===== src/rtl/adder_share_ctrl.sv =====
// Round-robin sequencer that time-shares one slow combinational adder between N_REQ clients.
// Optional macro ADDER_CHECK_EN adds a behavioural reference sum and a sticky mismatch flag.
module adder_share_ctrl #(
  parameter int N_REQ      = 4,
  parameter int WIDTH      = 32,
  parameter int SETTLE_CYC = 4
) (
  input  logic                   clk,
  input  logic                   rst_n,
  input  logic [N_REQ-1:0]       req,
  input  logic [N_REQ*WIDTH-1:0] a_in,
  input  logic [N_REQ*WIDTH-1:0] b_in,
  input  logic [N_REQ-1:0]       cin_in,
  output logic [N_REQ-1:0]       gnt,
  output logic [N_REQ-1:0]       done,
  output logic [WIDTH-1:0]       sum_out,
  output logic                   cout_out,
  output logic                   busy,
  output logic [WIDTH-1:0]       add_a,
  output logic [WIDTH-1:0]       add_b,
  output logic                   add_cin,
  input  logic [WIDTH-1:0]       add_s,
  input  logic                   add_cout,
  output logic                   chk_err
);

  localparam int IW = (N_REQ > 1) ? $clog2(N_REQ) : 1;
  localparam int CW = (SETTLE_CYC > 1) ? $clog2(SETTLE_CYC) : 1;

  typedef enum logic [1:0] {
    S_IDLE   = 2'd0,
    S_SETTLE = 2'd1,
    S_DONE   = 2'd2
  } state_t;

  state_t            r_state;
  state_t            w_state_next;
  logic [IW-1:0]     r_rr_ptr;
  logic [IW-1:0]     r_win;
  logic [CW-1:0]     r_cnt;
  logic [N_REQ-1:0]  r_gnt;
  logic [N_REQ-1:0]  r_done;
  logic [WIDTH-1:0]  r_sum;
  logic              r_cout;
  logic [WIDTH-1:0]  r_add_a;
  logic [WIDTH-1:0]  r_add_b;
  logic              r_add_cin;

  logic              w_found;
  logic [IW-1:0]     w_win;
  int                w_idx;
  logic              w_grant;
  logic              w_capture;
  logic [N_REQ-1:0]  w_win_oh;
  logic [N_REQ-1:0]  w_held_oh;
  logic [WIDTH-1:0]  w_a_arr [N_REQ];
  logic [WIDTH-1:0]  w_b_arr [N_REQ];
  logic [WIDTH-1:0]  w_sel_a;
  logic [WIDTH-1:0]  w_sel_b;
  logic              w_sel_cin;

  genvar gi;
  generate
    for (gi = 0; gi < N_REQ; gi++) begin : g_req
      assign w_a_arr[gi]   = a_in[gi*WIDTH +: WIDTH];
      assign w_b_arr[gi]   = b_in[gi*WIDTH +: WIDTH];
      assign w_win_oh[gi]  = (w_win == IW'(gi));
      assign w_held_oh[gi] = (r_win == IW'(gi));
    end
  endgenerate

  assign w_sel_a   = w_a_arr[w_win];
  assign w_sel_b   = w_b_arr[w_win];
  assign w_sel_cin = cin_in[w_win];

  // Scan from the highest rotation offset down so the lowest offset from rr_ptr wins.
  always_comb begin
    w_found = 1'b0;
    w_win   = '0;
    w_idx   = 0;
    for (int k = N_REQ - 1; k >= 0; k--) begin
      w_idx = int'(r_rr_ptr) + k;
      if (w_idx >= N_REQ) w_idx = w_idx - N_REQ;
      if (req[IW'(w_idx)]) begin
        w_found = 1'b1;
        w_win   = IW'(w_idx);
      end
    end
  end

  always_ff @(posedge clk or negedge rst_n) begin
    if (!rst_n) r_state <= S_IDLE;
    else        r_state <= w_state_next;
  end

  always_comb begin
    w_state_next = r_state;
    w_grant      = 1'b0;
    w_capture    = 1'b0;
    case (r_state)
      S_IDLE: begin
        if (w_found) begin
          w_grant      = 1'b1;
          w_state_next = S_SETTLE;
        end
      end
      S_SETTLE: begin
        if (r_cnt == '0) begin
          w_capture    = 1'b1;
          w_state_next = S_DONE;
        end
      end
      S_DONE:  w_state_next = S_IDLE;
      default: w_state_next = S_IDLE;
    endcase
  end

  always_ff @(posedge clk or negedge rst_n) begin
    if (!rst_n) begin
      r_rr_ptr  <= '0;
      r_win     <= '0;
      r_cnt     <= '0;
      r_gnt     <= '0;
      r_done    <= '0;
      r_sum     <= '0;
      r_cout    <= 1'b0;
      r_add_a   <= '0;
      r_add_b   <= '0;
      r_add_cin <= 1'b0;
    end else begin
      r_gnt  <= '0;
      r_done <= '0;
      if (w_grant) begin
        r_win     <= w_win;
        r_add_a   <= w_sel_a;
        r_add_b   <= w_sel_b;
        r_add_cin <= w_sel_cin;
        r_gnt     <= w_win_oh;
        r_cnt     <= CW'(SETTLE_CYC - 1);
      end
      if (r_state == S_SETTLE && r_cnt != '0) r_cnt <= r_cnt - 1'b1;
      if (w_capture) begin
        r_sum  <= add_s;
        r_cout <= add_cout;
        r_done <= w_held_oh;
      end
      if (r_state == S_DONE)
        r_rr_ptr <= (r_win == IW'(N_REQ - 1)) ? '0 : r_win + 1'b1;
    end
  end

`ifdef ADDER_CHECK_EN
  logic [WIDTH:0] r_ref;
  logic           r_chk_err;

  // Reference is taken from the same operands latched onto the adder, so it tracks the grant.
  always_ff @(posedge clk or negedge rst_n) begin
    if (!rst_n) begin
      r_ref     <= '0;
      r_chk_err <= 1'b0;
    end else begin
      if (w_grant)
        r_ref <= {1'b0, w_sel_a} + {1'b0, w_sel_b} + {{WIDTH{1'b0}}, w_sel_cin};
      if (w_capture && ({add_cout, add_s} != r_ref))
        r_chk_err <= 1'b1;
    end
  end

  assign chk_err = r_chk_err;
`else
  assign chk_err = 1'b0;
`endif

  assign gnt      = r_gnt;
  assign done     = r_done;
  assign sum_out  = r_sum;
  assign cout_out = r_cout;
  assign busy     = (r_state != S_IDLE);
  assign add_a    = r_add_a;
  assign add_b    = r_add_b;
  assign add_cin  = r_add_cin;

endmodule


===== config.mk =====
export PLATFORM = sky130hd
export DESIGN_NAME = adder_share_ctrl
export DESIGN_NICKNAME = d
export VERILOG_FILES = /design/src/rtl/adder_share_ctrl.sv
export SDC_FILE = /design/constraint.sdc
export NUM_CORES = 1
export LEC_CHECK = 0
export BUFFER_PORTS_ARGS = -buffer_cell sky130_fd_sc_hd__buf_2
export CORE_AREA = 2 2 158 160
export DETAILED_ROUTE_END_ITERATION = 6
export DIE_AREA = 0 0 160 162
export PLACE_DENSITY = 0.61
export SYNTH_ARGS = -nofsm -noshare
export SYNTH_HDL_FRONTEND = slang
export SYNTH_SLANG_ARGS = --single-unit
export TNS_END_PERCENT = 10

===== constraint.sdc =====
create_clock -name clk -period 1.73 [get_ports clk]
set_input_delay 0 -clock clk [delete_from_list [all_inputs] [get_ports clk]]
set_output_delay 0 -clock clk [all_outputs]
set_load 0.005 [all_outputs]

==> results.yml, run 1 <==
critical_path:
  worst-path-max-fanout: 33
  worstRegToRegCells: 8
  critPathCapture: "add_b[26]$_DFFE_PN0P_"
  rrSetupSlack_ps: -240
  worstPathRequired_ps: 2010
  endpoint_kind: "register"
  worstSetupStartpointType: "register"
  startpoint: "r_rr_ptr[1]$_DFFE_PN0N_"
  crit_type: "reg -> reg"
  critical_path_arrival_ps: 2250
  reg2reg_from: "r_rr_ptr[1]$_DFFE_PN0N_"
  r2r-end: "add_b[26]$_DFFE_PN0P_"
routing:
  drtPass1Iterations: 6
  vias: 7807
  highest_layer: "met5"
  wl_met2_mm: 14.30
  drt_wl_total_mm: 29.22
  wl_met3_mm: 2.484
  drt-initial-drc-count: 805
  drtAntennaViolNets: 0
  drc: 0
  m1WireLength_mm: 11.03
  wl_per_cell_um: 18.90
  vias_per_cell: 5.050
placement:
  placed_area_um2: 8969
  hpwl_mm: 18.11
  routabilityCongestion: 0.8804
  portBuffers: 405
floorplan:
  boundaryPins: 407
  num_rows: 57
  die_width_um: 160
  core_um2: 24110
  die_area_um2: 25920
  die_y_um: 162
  start_util_pct: 25.71
global_routing:
  grt_max_degree: 66
  antenna_found_initial: 3
  grt_pass1_vias: 8352
  grt_pass1_wl_mm: 44.66
  grt_usage_pct: 21.98
  grt_remaining_overflow: 0
logic_synthesis:
  ys.flop_type: "dfrtp_1"
  ys_ff_latch: 114
  yosysSeqAreaShare_pct: 46.02
  synth_fp_nets: 890
  async_flop_share_pct: 100.0
  yosys_warnings: 0
  synthesis.area_um2: 6198
  syn_area_per_cell_um2: 10.58
  synth.distinct_cells: 32
  synth_edf_count: 0
  syn_inst: 586
sta:
  slew_viol_final: 0
  skew_ps: 8.404
  rsz0062_at_grt: "true"
  max_slew_margin_pct: 60.85
  tightest_slew_ps: 587.3
  hold_viol: 0
  period_minus_slack_ps: 1969
  fin_crit_sh_pct: 113.8
  fin_ws_ps: -238.7
  finalSetupViolCount: 65
  finalSetupTns_ps: -12480
  fmax_mhz: 507.9
clock_network:
  clockRootBuffer: "clkbuf_16"
  numCtsBuffers: 17
  clkSinkCount: 114
  clock_latency_ps: 410
  clkTransAtPathRegs_ps: 70
  clock_path_buffers: 2
  cts_tree: "built"
  htree_levels: 4
  postCtsSetupBuffers: 0
hold_path:
  holdCritPathClass: "in -> reg"
layout:
  drive_above_1_share_pct: 45.62
  nets: 1512
  areaGrowthSynthToFinish_pct: 91.48
  design_area_um2: 11870
pwr:
  power.leakage_nw: 5.683
  power.density_nw_per_um2: 1366
  p_total_mw: 16.21
  ir_drop_mv: 0.6608
run:
  drv_cap: 0
status:
  status: "finished, violations left"
  violations: "setup timing"
## registers in the layout (all words and copies together), names as in the netlist
| signal | cells |
|---|---|
| add_a | 32 |
| r_win | 2 |
| gnt | 4 |
| add_b | 32 |
| done | 4 |
| cout_out | 1 |
| r_rr_ptr | 2 |
| r_state | 2 |
| add_cin | 1 |
| sum_out | 32 |
| r_cnt | 2 |
## placed cells by master (no fill, tap or decap), types with 2 or more instances in the layout
master         count
or2_2              2
nand2b_1           2
dfrtp_1          113
mux2_1            36
and2_1             4
clkinvlp_4         2
a21oi_1           66
o21ai_0           62
nor3b_1            2
a221o_1           65
nand2_1            3
clkbuf_16         17
buf_4             23
ha_1               5
nor2_1             5
dlygate4sd3_1    219
mux2_2            41
mux2_4            22
nand3_1           65
buf_12            18
buf_2            404
inv_8              3
inv_1              4
nor3_1             3
o21ai_1            4
a21oi_2            2
inv_6              9
## worst max-delay path: stages (launching register included)
cell and delay (ps):
dfrtp_2 450, mux2i_4 210, buf_4 150, o2bb2ai_4 140, buf_12 170, buf_4 160, o21ai_0 150, a21oi_1 100
a221o_1 290
## synthesized netlist by cell type (4+ instances only)
master | number | area (um^2)
inv_1 | 4 | 15.01
nor2_1 | 6 | 22.52
nand2_1 | 4 | 15.01
buf_2 | 8 | 40.04
o21ai_0 | 66 | 330.3
ha_1 | 5 | 62.56
mux2_2 | 45 | 506.7
a21oi_1 | 69 | 345.3
buf_6 | 4 | 45.04
mux2_1 | 54 | 608.1
nand3_1 | 65 | 325.3
dfrtp_1 | 114 | 2853
clkbuf_1 | 44 | 165.2
a221o_1 | 65 | 650.6
buf_1 | 5 | 18.77
and2_1 | 4 | 25.02
## routing by layer
metal | vias to the layer above | track usage, %
met4 | 4 | 12.82
met2 | 564 | 38.19
met3 | 123 | 5.746
met5 | - | 0
met1 | 3636 | 24.41
li1 | 3480 | -
## final cells by class
class	instances	area, um^2
Antenna cell	1	2.502
Clock inverter	15	157.7
Multi-Input combinational cell	406	3251
Timing Repair Buffer	665	4758
Clock buffer	17	425.4
Tap cell	324	405.4
Inverter	4	15.01
Sequential cell	114	2854
Fill cell	2161	12240
## worst min-delay path by stage
stage / start / endpoint / cells after the start
2_1_floorplan: rst_n / add_a[0]$_DFFE_PN0P_ / 0
4_1_cts: cin_in[0] / add_cin$_DFFE_PN0P_ / 4
6_report: a_in[52] / add_a[20]$_DFFE_PN0P_ / 4
5_1_grt: b_in[16] / add_b[16]$_DFFE_PN0P_ / 4
3_3_place_gp: rst_n / sum_out[31]$_DFFE_PN0P_ / 1
3_5_place_dp: rst_n / sum_out[31]$_DFFE_PN0P_ / 1
## cells by family after synthesis
group / synth area share (%)
buffers and inverters: 4.703
other: 0.06050
multiplexers: 18.15
adder cells (fa/ha/maj): 1.009
AO/OA/AOI/OAI: 22.47
AND/OR/NAND/NOR: 7.590
flip-flops: 46.02
## stage by stage
stage	setup WS [ps]	util [%]	hold slack, ps	cells
floorplan	-131.6	-	-295.6	586
global placement	-249.5	37.21	-44.65	1294
detailed placement	-319.7	37.21	-43.49	1294
CTS	-278.0	49.03	0.6160	1545
global route	-325.9	49.24	19.99	1546
finish	-238.7	49.24	4.241	1546
## report_power, final
part	internal, mW	leakage, nW	switching [mW]	total [mW]
registers	3.94	1.41	0.720	4.65
logic	4.22	3.99	3.81	8.03
clock network	2.05	0.283	1.48	3.53
total	10.2	5.68	6.00	16.2
## repair_timing
item,CTS,global route
pin swaps,15,0
setup endpoints to repair,65,68
endpoints found under the hold margin,212,0
gates resized for setup,22,12
hold buffers,219,0
Note: power is estimated with default switching activity, not from simulation.
==> run 2: changes to the inputs <==
--- a/config.mk
+++ b/config.mk
@@ -13,4 +13,3 @@
 export SYNTH_ARGS = -nofsm -noshare
 export SYNTH_HDL_FRONTEND = slang
 export SYNTH_SLANG_ARGS = --single-unit
-export TNS_END_PERCENT = 10
==> results.yml, run 2 (synthesis gave the netlist of run 1 again) <==
sta:
  finalSetupViolCount: 65
  fmax_mhz: 489.0
  fin_crit_sh_pct: 118.2
  hold_viol: 0
  max_slew_margin_pct: 60.10
  period_minus_slack_ps: 2045
  slew_viol_final: 0
  tightest_slew_ps: 598.5
  rsz0062_at_grt: "true"
  skew_ps: 8.030
  fin_ws_ps: -315.0
placement:
  portBuffers: 405
  hpwl_mm: 17.53
  routabilityCongestion: 0.8305
  dp_cells: 1297
run:
  drv_cap: 0
clock_network:
  htree_levels: 4
  clkSinkCount: 114
  numCtsBuffers: 17
  clock_latency_ps: 420
  clock_path_buffers: 2
  clockRootBuffer: "clkbuf_16"
  clkTransAtPathRegs_ps: 60
  cts_tree: "built"
global_routing:
  grt_pass1_wl_mm: 45.57
  grt_max_degree: 66
  grt_usage_pct: 22.46
  grt_pass1_vias: 8471
  antenna_found_initial: 0
  grt_remaining_overflow: 0
critical_path:
  slowest_stage: "dfrtp_2"
  cp_num_buf_inv: 2
  crit_family: "multiplexers"
  worst-path-max-fanout: 7
  worstRegToRegCells: 7
  slowest_delay_ps: 440
  critical_path_arrival_ps: 2340
  worstSetupStartpointType: "register"
  crit_type: "reg -> reg"
  endpoint_kind: "register"
  worstPathRequired_ps: 2030
  cp.depth: 7
  crit_chain: "mux2i_4 -> a2bb2oi_4 -> buf_12 -> nand2_8 -> clkbuf_16 -> mux2_4 -> a221o_1"
floorplan:
  core_um2: 24110
  num_rows: 57
  die_area_um2: 25920
  die_width_um: 160
  boundaryPins: 407
  die_y_um: 162
  start_util_pct: 25.71
layout:
  num-fill-cells: 2016
  nets: 1554
  diodes: 0
  layout_common_cells: "404 x buf_2, 241 x dlygate4sd3_1, 113 x dfrtp_1"
  final_common_cell: "buf_2"
  areaGrowthSynthToFinish_pct: 102.6
  finalNonFillerCells: 1587
  drive_above_1_share_pct: 47.11
  utilization_pct: 52.09
routing:
  drtAntennaViolNets: 0
  drt-initial-drc-count: 989
  drc: 0
  drtPass1Iterations: 6
  vias: 8321
  wl_per_cell_um: 20.81
  drt_wl_total_mm: 33.03
  vias_per_cell: 5.243
pwr:
  power.leakage_nw: 6.063
  ir_drop_mv: 0.7669
  power_frac_seq_pct: 26.6
  comb_power_share_pct: 52.8
  swShare_pct: 37.56
  power.density_nw_per_um2: 1393
  power_switching_mw: 6.570
  power_frac_clock_pct: 20.6
  p_total_mw: 17.49
  power.internal_mw: 10.92
hold_path:
  holdCritPathClass: "in -> reg"
  whs_path_depth: 4
status:
  violations: "setup timing"
  status: "finished, violations left"
==> run 2: cell types whose count changed in the layout (fill, tap and decap cells not counted), sizes merged <==
cell / delta
dlygate4sd3: +22
nand2: +1
inv: -1
diode: -1
buf: +11
clkinv: +1
clkbuf: +8
==> run 2: worst reg2reg max path, cell delays in order (launching register included) <==
cell and delay [ps]:
dfrtp_2 440, mux2i_4 210, a2bb2oi_4 170, buf_12 150, nand2_8 110, clkbuf_16 220
mux2_4 310, a221o_1 320
==> run 2: layer usage <==
| layer | global-route usage (%) | wire (um) | vias up |
|---|---|---|---|
| met5 | 0 | 0 | - |
| met4 | 12.82 | 1767 | 0 |
| met3 | 6.256 | 3379 | 166 |
| met2 | 39.04 | 15870 | 689 |
| met1 | 24.81 | 12010 | 3888 |
| li1 | - | - | 3578 |
==> run 2: layout make-up <==
type	count	area (um^2)	area share [%]
Multi-Input combinational cell	407	3348	26.67
Tap cell	324	405.4	3.229
Inverter	4	15.01	0.1196
Clock buffer	17	425.4	3.388
Clock inverter	15	160.2	1.276
Timing Repair Buffer	706	5348	42.59
Sequential cell	114	2854	22.73
==> run 2: what timing repair did <==
| item | in CTS | in global routing |
|---|---|---|
| buffers inserted | 2 | 2 |
| hold buffers | 241 | 0 |
| gates resized for setup | 8 | 62 |
| endpoints found under the hold margin | 212 | 0 |
| endpoints found under the setup margin | 66 | 67 |
| gates cloned | 1 | 13 |
| pin swaps | 0 | 31 |
==> run 2: through the flow <==
| step | setup TNS (ps) | worst slack, ps | hold WS (ps) | instance area, um^2 |
|---|---|---|---|---|
| 4_1_cts | -13150 | -237.9 | 0.3234 | 12050 |
| 6_report | -17150 | -315.0 | 13.10 | 12560 |
| 3_3_place_gp | -12910 | -228.3 | -22.64 | 8969 |
| 2_1_floorplan | -5890 | -128.5 | -295.6 | 6216 |
| 5_1_grt | -21140 | -358.9 | 9.868 | 12560 |
| 3_5_place_dp | -14880 | -261.1 | -21.30 | 8969 |
==> run 2: power groups by stage <==
stage / logic, mW / registers [mW] / clock network, mW
3_5_place_dp: 7.30 / 4.59 / 0
3_3_place_gp: 7.19 / 4.60 / 0
2_1_floorplan: 3.82 / 4.69 / 0
6_report: 9.23 / 4.66 / 3.60
5_1_grt: 9.78 / 4.79 / 3.80
4_1_cts: 7.92 / 4.59 / 3.68
==> run 2: final timing paths <==
path | startpoint | end | slack [ps]
max in group asynchronous | rst_n | add_b[31]$_DFFE_PN0P_ | 1010
min in group asynchronous | rst_n | sum_out[12]$_DFFE_PN0P_ | 80
worst min register to register | r_cnt[0]$_DFFE_PN0P_ | r_cnt[0]$_DFFE_PN0P_ | 470
worst max-delay path | r_rr_ptr[1]$_DFFE_PN0N_ | add_b[31]$_DFFE_PN0P_ | -310
worst min-delay path | b_in[54] | add_b[22]$_DFFE_PN0P_ | 10
worst max register to register | r_rr_ptr[1]$_DFFE_PN0N_ | add_b[31]$_DFFE_PN0P_ | -310
